==> config.mk <==
export PLATFORM = sky130hd
export DESIGN_NAME = mc_control_fsm
export DESIGN_NICKNAME = d
export VERILOG_FILES = /design/src/rtl/mc_ctrl_pkg.sv /design/src/rtl/mc_wait_timer.sv /design/src/rtl/mc_control_fsm.sv
export SDC_FILE = /design/constraint.sdc
export NUM_CORES = 1
export LEC_CHECK = 0
export ABC_CLOCK_PERIOD_IN_PS = 2550
export BUFFER_PORTS_ARGS = -buffer_cell sky130_fd_sc_hd__buf_2
export CORE_ASPECT_RATIO = 1.4
export CORE_MARGIN = 2
export CORE_UTILIZATION = 30
export CTS_CLUSTER_DIAMETER = 100
export DETAILED_ROUTE_END_ITERATION = 8
export GPL_TIMING_DRIVEN = 0
export MAX_ROUTING_LAYER = met4
export PLACE_DENSITY = 0.59
export SYNTH_ARGS = -nofsm -noshare
export SYNTH_HDL_FRONTEND = slang
export SYNTH_HIERARCHICAL = 1
export SYNTH_SLANG_ARGS = --single-unit
export TNS_END_PERCENT = 5
==> constraint.sdc <==
create_clock -name clk -period 2.55 [get_ports clk]
set_input_delay 0.51 -clock clk [delete_from_list [all_inputs] [get_ports clk]]
set_output_delay 0.51 -clock clk [all_outputs]
set_load 0.02 [all_outputs]
==> src/rtl/mc_ctrl_pkg.sv <==
// mc_ctrl_pkg: shared definitions for the multi-cycle MIPS control FSM.
// Holds the opcode values, the 4-bit state encoding and the datapath mux encodings.
package mc_ctrl_pkg;
    localparam logic [5:0] OP_RTYPE = 6'b000000;
    localparam logic [5:0] OP_LW    = 6'b100011;
    localparam logic [5:0] OP_SW    = 6'b101011;
    localparam logic [5:0] OP_BEQ   = 6'b000100;
    localparam logic [5:0] OP_J     = 6'b000010;
    localparam logic [5:0] OP_JAL   = 6'b000011;
    localparam logic [5:0] OP_ADDI  = 6'b001000;
    localparam logic [5:0] OP_BNE   = 6'b000101;

    typedef enum logic [3:0] {
        S_FETCH, S_DECODE, S_MEMADR, S_MEMRD, S_MEMWB, S_MEMWR, S_RTEXE,
        S_ALUWB, S_BEQ, S_JUMP, S_JAL, S_ADDIEXE, S_ADDIWB, S_BNE
    } state_t;

    localparam logic [1:0] SRCB_B      = 2'b00;
    localparam logic [1:0] SRCB_4      = 2'b01;
    localparam logic [1:0] SRCB_IMM    = 2'b10;
    localparam logic [1:0] SRCB_IMM_SH = 2'b11;

    localparam logic [1:0] ALU_ADD   = 2'b00;
    localparam logic [1:0] ALU_SUB   = 2'b01;
    localparam logic [1:0] ALU_FUNCT = 2'b10;

    localparam logic [1:0] PCSRC_ALU    = 2'b00;
    localparam logic [1:0] PCSRC_ALUOUT = 2'b01;
    localparam logic [1:0] PCSRC_JUMP   = 2'b10;
endpackage

==> src/rtl/mc_wait_timer.sv <==
// mc_wait_timer: counts consecutive stalled cycles of a bus access and flags a timeout.
// Ports: clk, rst_n (sync, active low), waiting (access pending and not ready this cycle),
//        timeout (combinational: this stalled cycle is the WAIT_MAX-th in a row).
// The count clears whenever the access is not stalling or has just timed out, so it
// restarts from zero for every new access.
module mc_wait_timer #(
    parameter int WAIT_MAX = 8
) (
    input  logic clk,
    input  logic rst_n,
    input  logic waiting,
    output logic timeout
);
    localparam int W = WAIT_MAX > 1 ? $clog2(WAIT_MAX) : 1;
    logic [W-1:0] cnt;
    assign timeout = waiting && cnt == W'(WAIT_MAX - 1);
    always_ff @(posedge clk)
        cnt <= (!rst_n || !waiting || timeout) ? '0 : cnt + W'(1);
endmodule

==> src/rtl/mc_control_fsm.sv <==
// mc_control_fsm: multi-cycle MIPS main control, a Moore FSM sequencing each instruction.
// Inputs : clk, rst_n (sync, active low), opcode (IR[31:26]), mem_ready (access done).
// Outputs: datapath strobes/mux selects, illegal_op / mem_timeout / instr_done pulses,
//          retired_cnt (wrapping count of retired instructions).
// Optional: define CTRL_BNE_EN to add the bne state and the branch_ne output.
module mc_control_fsm
    import mc_ctrl_pkg::*;
#(
    parameter int WAIT_MAX = 8,
    parameter int CNT_W    = 16,
    parameter int ALUOP_W  = 2
) (
    input  logic               clk,
    input  logic               rst_n,
    input  logic [5:0]         opcode,
    input  logic               mem_ready,
    output logic               pc_write,
    output logic               pc_write_cond,
    output logic               i_or_d,
    output logic               mem_read,
    output logic               mem_write,
    output logic               ir_write,
    output logic               reg_dst,
    output logic               mem_to_reg,
    output logic               reg_write,
    output logic               jal,
    output logic               alu_src_a,
    output logic [1:0]         alu_src_b,
    output logic [ALUOP_W-1:0] alu_op,
    output logic [1:0]         pc_source,
    output logic               illegal_op,
    output logic               mem_timeout,
    output logic               instr_done,
    output logic [CNT_W-1:0]   retired_cnt
`ifdef CTRL_BNE_EN
    ,
    output logic               branch_ne
`endif
);
    state_t state, nxt;
    logic   mem_state, timeout;

    assign mem_state = state == S_FETCH || state == S_MEMRD || state == S_MEMWR;

    mc_wait_timer #(.WAIT_MAX(WAIT_MAX)) u_wait (
        .clk(clk),
        .rst_n(rst_n),
        .waiting(rst_n && mem_state && !mem_ready),
        .timeout(timeout)
    );

    always_ff @(posedge clk) begin
        state       <= rst_n ? nxt : S_FETCH;
        retired_cnt <= rst_n ? retired_cnt + CNT_W'(instr_done) : '0;
    end

    // Everything, including the FETCH strobes, stays low while reset is held.
    always_comb begin
        nxt           = state;
        pc_write      = 1'b0;
        pc_write_cond = 1'b0;
        i_or_d        = 1'b0;
        mem_read      = 1'b0;
        mem_write     = 1'b0;
        ir_write      = 1'b0;
        reg_dst       = 1'b0;
        mem_to_reg    = 1'b0;
        reg_write     = 1'b0;
        jal           = 1'b0;
        alu_src_a     = 1'b0;
        alu_src_b     = SRCB_B;
        alu_op        = ALUOP_W'(ALU_ADD);
        pc_source     = PCSRC_ALU;
        illegal_op    = 1'b0;
        mem_timeout   = 1'b0;
        instr_done    = 1'b0;
`ifdef CTRL_BNE_EN
        branch_ne     = 1'b0;
`endif
        if (rst_n) begin
            case (state)
                S_FETCH: begin
                    mem_read    = 1'b1;
                    alu_src_b   = SRCB_4;
                    ir_write    = mem_ready;
                    pc_write    = mem_ready;
                    mem_timeout = timeout;
                    nxt         = mem_ready ? S_DECODE : S_FETCH;
                end
                S_DECODE: begin
                    alu_src_b = SRCB_IMM_SH;
                    case (opcode)
                        OP_LW, OP_SW: nxt = S_MEMADR;
                        OP_RTYPE:     nxt = S_RTEXE;
                        OP_BEQ:       nxt = S_BEQ;
                        OP_J:         nxt = S_JUMP;
                        OP_JAL:       nxt = S_JAL;
                        OP_ADDI:      nxt = S_ADDIEXE;
`ifdef CTRL_BNE_EN
                        OP_BNE:       nxt = S_BNE;
`endif
                        default: begin
                            nxt        = S_FETCH;
                            illegal_op = 1'b1;
                        end
                    endcase
                end
                S_MEMADR: begin
                    alu_src_a = 1'b1;
                    alu_src_b = SRCB_IMM;
                    nxt       = opcode == OP_SW ? S_MEMWR : S_MEMRD;
                end
                S_MEMRD: begin
                    mem_read    = 1'b1;
                    i_or_d      = 1'b1;
                    mem_timeout = timeout;
                    nxt         = mem_ready ? S_MEMWB : S_MEMRD;
                end
                S_MEMWB: begin
                    reg_write  = 1'b1;
                    mem_to_reg = 1'b1;
                    instr_done = 1'b1;
                end
                S_MEMWR: begin
                    mem_write   = !timeout;
                    i_or_d      = 1'b1;
                    mem_timeout = timeout;
                    instr_done  = mem_ready;
                    nxt         = mem_ready ? S_FETCH : S_MEMWR;
                end
                S_RTEXE: begin
                    alu_src_a = 1'b1;
                    alu_op    = ALUOP_W'(ALU_FUNCT);
                    nxt       = S_ALUWB;
                end
                S_ALUWB: begin
                    reg_write  = 1'b1;
                    reg_dst    = 1'b1;
                    instr_done = 1'b1;
                end
                S_BEQ: begin
                    alu_src_a     = 1'b1;
                    alu_op        = ALUOP_W'(ALU_SUB);
                    pc_write_cond = 1'b1;
                    pc_source     = PCSRC_ALUOUT;
                    instr_done    = 1'b1;
                end
                S_JUMP: begin
                    pc_write   = 1'b1;
                    pc_source  = PCSRC_JUMP;
                    instr_done = 1'b1;
                end
                S_JAL: begin
                    pc_write   = 1'b1;
                    pc_source  = PCSRC_JUMP;
                    reg_write  = 1'b1;
                    jal        = 1'b1;
                    instr_done = 1'b1;
                end
                S_ADDIEXE: begin
                    alu_src_a = 1'b1;
                    alu_src_b = SRCB_IMM;
                    nxt       = S_ADDIWB;
                end
                S_ADDIWB: begin
                    reg_write  = 1'b1;
                    instr_done = 1'b1;
                end
`ifdef CTRL_BNE_EN
                S_BNE: begin
                    alu_src_a     = 1'b1;
                    alu_op        = ALUOP_W'(ALU_SUB);
                    pc_write_cond = 1'b1;
                    pc_source     = PCSRC_ALUOUT;
                    branch_ne     = 1'b1;
                    instr_done    = 1'b1;
                end
`endif
                default: nxt = S_FETCH;
            endcase
            // Every retiring state returns to FETCH; timeouts abort to FETCH too.
            if (instr_done || mem_timeout)
                nxt = S_FETCH;
        end
    end
endmodule

After elaboration in Yosys (flattened, before gate mapping)
Index checks and enable logic that the tools add are counted.

operators by class
  add/sub/neg operators = 2
  equality and inequality tests = 19
  multiplexer cells = 43
  bitwise logic cells = 1
  reductions and logical operators = 25

operator list
  cell                                            number
  one-hot mux 4 bit (8 select lines)              1
  two-way mux 1 bit                               30
  one-hot mux 4 bit (6 select lines)              1
  == test 4 bit (second input constant)           5
  adder 16 x 1 -> 16 bit                          1
  == test 4 x 3 -> 1 bit (second input constant)  4
  == test 6 x 2 -> 1 bit (second input constant)  2
  == test 6 bit (second input constant)           2
  OR reduction 2 bit                              6
  two-way mux 3 bit                               3
  == test 4 x 2 -> 1 bit (second input constant)  2
  one-hot mux 2 bit (2 select lines)              2
  OR reduction 4 bit                              2
  OR reduction 7 bit                              1
  == test 6 x 3 -> 1 bit (second input constant)  1
  == test 6 x 4 -> 1 bit (second input constant)  1
  logical NOT 6 bit                               1
  two-way mux 2 bit                               3
  one-hot mux 2 bit (3 select lines)              1
  OR reduction 6 bit                              1
  logical OR 1 bit                                5
  == test 4 x 1 -> 1 bit (second input constant)  1
  logical NOT 1 bit                               4
  logical NOT 4 bit                               1
  6 further kinds                                 9

word-level totals
  flip-flop bits (word level) = 23
  bits of input ports = 9
  output and inout port bits = 36
  word-level logic and storage cells = 93

Logic depth before layout (Yosys ltp)
  word-level depth = 10
  gate-level depth with buffers = 10
  depth with buffers taken out = 9

Cells and area by module
The synthesis kept the hierarchy.

by module, submodules not included
  module          instances  cells an instance  area an instance (µm²)  sequential area each (µm²)
  mc_control_fsm  1          184                1376.3                  400.4
  mc_wait_timer   1          9                  127.6                   60.1

Worst setup path before layout
Ideal clock, no wire load.

  path kind = input-to-output
  start = in rst_n
  end = out mem_timeout
  data arrival time = 1.808 ns
  required time = 2.040 ns
  slack = 0.232 ns
  stages = 5
  path buffers = 1
  cells stage by stage = clkbuf_1 -> nand2_1 -> nor3_1 -> and2_2 -> nor3b_1

between the ends
  word-level cells in the longest chain between the ends = 6

ends and longest elaborated chain
  what                             line                  source
  from (decl)                      mc_control_fsm.sv:14  input logic rst_n,
  logical AND 1 bit (2 in series)  mc_control_fsm.sv:48  .waiting(rst_n && mem_state && !mem_ready),
  logical AND 1 bit                mc_wait_timer.sv:16   assign timeout = waiting && cnt == W'(WAIT_MAX - 1);
  net timeout                      mc_control_fsm.sv:41  logic mem_state, timeout;
  two-way mux 1 bit                mc_control_fsm.sv:81  case (state)
  two-way mux 1 bit (2 in series)  mc_control_fsm.sv:80  if (rst_n) begin
  to (decl)                        mc_control_fsm.sv:32  output logic mem_timeout,

The timed path passes the listed nets, and every way through them passes these cells. The select of a mux whose other input is x is not followed.

Worst setup path in the final report
  start = reg state[0]
  end = out mem_write

between the ends
  word-level cells in the longest chain between the ends = 9
  elaborated cells between the ends (all ways) = 11
  those cells by class = eq/ne: 2; mux: 2; reduce/logical: 7

ends and longest elaborated chain
  what                                                                line                   source
  from (decl)                                                         mc_control_fsm.sv:40   state_t state, nxt;
  from (signal assigned)                                              mc_control_fsm.sv:53   state <= rst_n ? nxt : S_FETCH;
  == test 4 x 2 -> 1 bit / logical NOT 4 bit (equally long branches)  mc_control_fsm.sv:43   assign mem_state = state == S_FETCH || state == S_MEMRD || state == S_MEMWR;
  logical OR 1 bit                                                    mc_control_fsm.sv:43
  logical OR 1 bit (*)                                                mc_control_fsm.sv:43
  logical AND 1 bit (*) (2 in series)                                 mc_control_fsm.sv:48
  logical AND 1 bit (*)                                               mc_wait_timer.sv:16
  net timeout                                                         mc_control_fsm.sv:41
  logical NOT 1 bit (*)                                               mc_control_fsm.sv:125  mem_write = !timeout;
  two-way mux 1 bit (*)                                               mc_control_fsm.sv:81
  two-way mux 1 bit (*)                                               mc_control_fsm.sv:80
  to (decl)                                                           mc_control_fsm.sv:21   output logic mem_write,

Mark *: on every way through the listed nets, which the timed path passes. The rest lies on a longest branch.

==> results.cfg <==
[logic_synthesis]
async_reset_ff_share_pct = 0
syn_area_per_cell_um2 = 7.792
synth_edf_count = 0
synthCells = 193
synthTopCellsByCount = 29 x nor2_1, 23 x dfxtp_1, 14 x nand2_1
ys_ff_latch = 23
yosys.cell_types.count = 44
synth_top_area_share_pct = 30.62
ys_warn_count = 6
synth.most_common_cell = nor2_1
synth_area_leaders = dfxtp_1 31%, nor2_1 7.2%, xnor2_1 4.7%
yosysSeqAreaShare_pct = 30.62
synth_ff_type = dfxtp_1
synth_top_cell_by_area = dfxtp_1
synth_area_um2 = 1504
synth_fp_nets = 206

[worst_setup_path]
reg2reg_to = retired_cnt[14]
arrival_ns = 1.90
r2r-start = state[3]
reg2reg_depth = 10
r2r_slack_ns = 0.25
critical_path.endpoint_type = output pin
worst_ep_required_time_ns = 2.04
cp-start-kind = flip-flop
cp_max_fo = 10
criticalPathCategory = flip-flop to output pin

[clock_network]
clock-sinks = 23
cts_root_buf = clkbuf_8
cts_tree = done
cts_max_level = 1
postCtsSetupBuffers = 0
clk_pin_slew_ns = 0.08
clk_latency_ns = 0.26
numCtsBuffers = 3
clock_path_buffers = 2

[flow_run]
maxCapViolCount = 0

[timing]
final.setup.tns_ns = 0
slew_headroom_pct = 67.78
period_share_pct = 94.35
tightest_slew_ns = 0.4832
drv_slew = 0
rsz0062_at_grt = no
fmax_mhz = 415.7
setup_viol = 0
skew_ns = 0.001612
post-route-min-period_ns = 2.406
hold_viol_final = 0
holdWs_ns = 0.4897

[cells_and_area]
multi_input_area_um2 = 953.4
post-route-util_pct = 38.22
n_antenna_cell = 0
layout.area.seq_um2 = 460.4
drive_gt1_share_pct = 26.67
final_nets = 254
fill_cells = 524
area.growth.synth_to_final_pct = 23.04

[floorplanning]
die_x_um = 63.84
ios = 45
dieArea_um2 = 5604
start_util_pct = 31.06
rows = 30
die_h_um = 87.78
core_area_um2 = 4842

[global_route]
grt_usage_pct = 13.92
grt_pass1_wl_mm = 6.141
gr-total-overflow = 0
antenna_found_initial = 0
grt_start_max_net_pins = 17
grt_pass1_vias = 1374

[routing]
ant_nets = 0
drtPass1Iterations = 4
viasPerCell = 4.947
route.detailed.drc = 0
totalWireLength_mm = 3.776
wl_per_cell_um = 12.42
drt_iter0_markers = 80
vias = 1504

[power]
p_leak_nw = 0.8432
vdd_drop_max_mv = 0.1616
power.density_nw_per_um2 = 400.7

[place]
hpwl_mm = 3.022
place_congestion = 0.8540
port-buffer-count = 44

[status]
status = finished, final reports clean

[worst_hold_path]
hold_start = retired_cnt[15]
holdCritPathClass = flip-flop to flip-flop
hold_depth = 2
hold_end = retired_cnt[15]
[cell families (layout without fill, tap and decap cells)]
family / after synthesis / in the layout / share of synthesized area (%)
buf+inv: 18 / 65 / 6.323
compound gates: 31 / 31 / 13.39
mux: 3 / 3 / 1.997
flops: 23 / 23 / 30.62
xor+xnor: 16 / 16 / 9.318
simple gates: 98 / 98 / 35.02
fa+ha+maj: 4 / 4 / 3.328
[where the power goes]
part | switching [mW] | internal, mW
Combinational | 0.0955 | 0.0525
Clock | 0.116 | 0.111
Sequential | 0.00183 | 0.364
Total | 0.214 | 0.528
[how the worst max path moves through the flow]
| stage | cells after the start | from | endpoint |
|---|---|---|---|
| final | 7 | state[0] | mem_write |
| after global routing | 9 | state[3] | retired_cnt[15] |
| after CTS | 7 | state[1] | mem_timeout |
| after detailed placement | 7 | rst_n | mem_timeout |
| after global placement | 7 | rst_n | mem_timeout |
| after floorplan | 5 | rst_n | mem_timeout |
[layout by cell type (no fill, tap or decap), drive strengths merged, types with 2 or more instances in the layout]
| cell | count |
|---|---|
| a21oi | 11 |
| and2 | 3 |
| and3 | 4 |
| and4 | 6 |
| and4b | 2 |
| buf | 54 |
| clkbuf | 5 |
| dfxtp | 23 |
| ha | 4 |
| inv | 5 |
| mux2i | 3 |
| nand2 | 14 |
| nand2b | 6 |
| nand3 | 7 |
| nand4 | 5 |
| nor2 | 29 |
| nor2b | 3 |
| nor3 | 11 |
| nor3b | 2 |
| o211ai | 2 |
| o21ai | 7 |
| or3 | 2 |
| xnor2 | 8 |
| xor2 | 8 |
[registers in the layout, summed over array words and instances, names as in the netlist]
| name | cells |
|---|---|
| state | 4 |
| retired_cnt | 16 |
| u_wait/cnt | 3 |
[per-layer routing]
layer	up-vias	routed length (um)	global-route usage, %
met4	0	27	4.150
li1	779	-	-
met1	695	1654	16.02
met3	2	129	1.671
met2	28	1965	25.09
met5	-	0	-
[what timing repair did]
item	CTS	global route
endpoints found under the setup margin	1	1
gates cloned	0	0
hold buffers	0	0
resized for setup	0	2
[per-stage QoR]
stage | worst slack [ns] | total power [mW] | instances | area [um2]
3_5_place_dp | -0.1460 | 0.5226 | 301 | 1804
4_1_cts | 0.007228 | 0.7537 | 304 | 1846
6_report | 0.1441 | 0.7416 | 304 | 1851
5_1_grt | 0.01405 | 0.7818 | 304 | 1851
3_3_place_gp | -0.1625 | 0.5210 | 301 | 1804
2_1_floorplan | 0.2320 | 0.4751 | 193 | 1504
[critical path, stage by stage (launching register included)]
cell     delay, ns
dfxtp_1       0.31
buf_4         0.15
inv_1         0.13
o21ai_1       0.23
nor3_2        0.08
and2_2        0.21
nor3_1        0.29
buf_2         0.23
[area by class of cell]
class | instances | share of cell area, %
buffer | 11 | 3.719
inverter | 6 | 1.217
clock buffer | 4 | 2.434
multi-input combinational | 152 | 51.52
tap | 64 | 4.327
timing repair buffer | 44 | 11.90
sequential | 23 | 24.88
(Power assumes the default switching activity.)
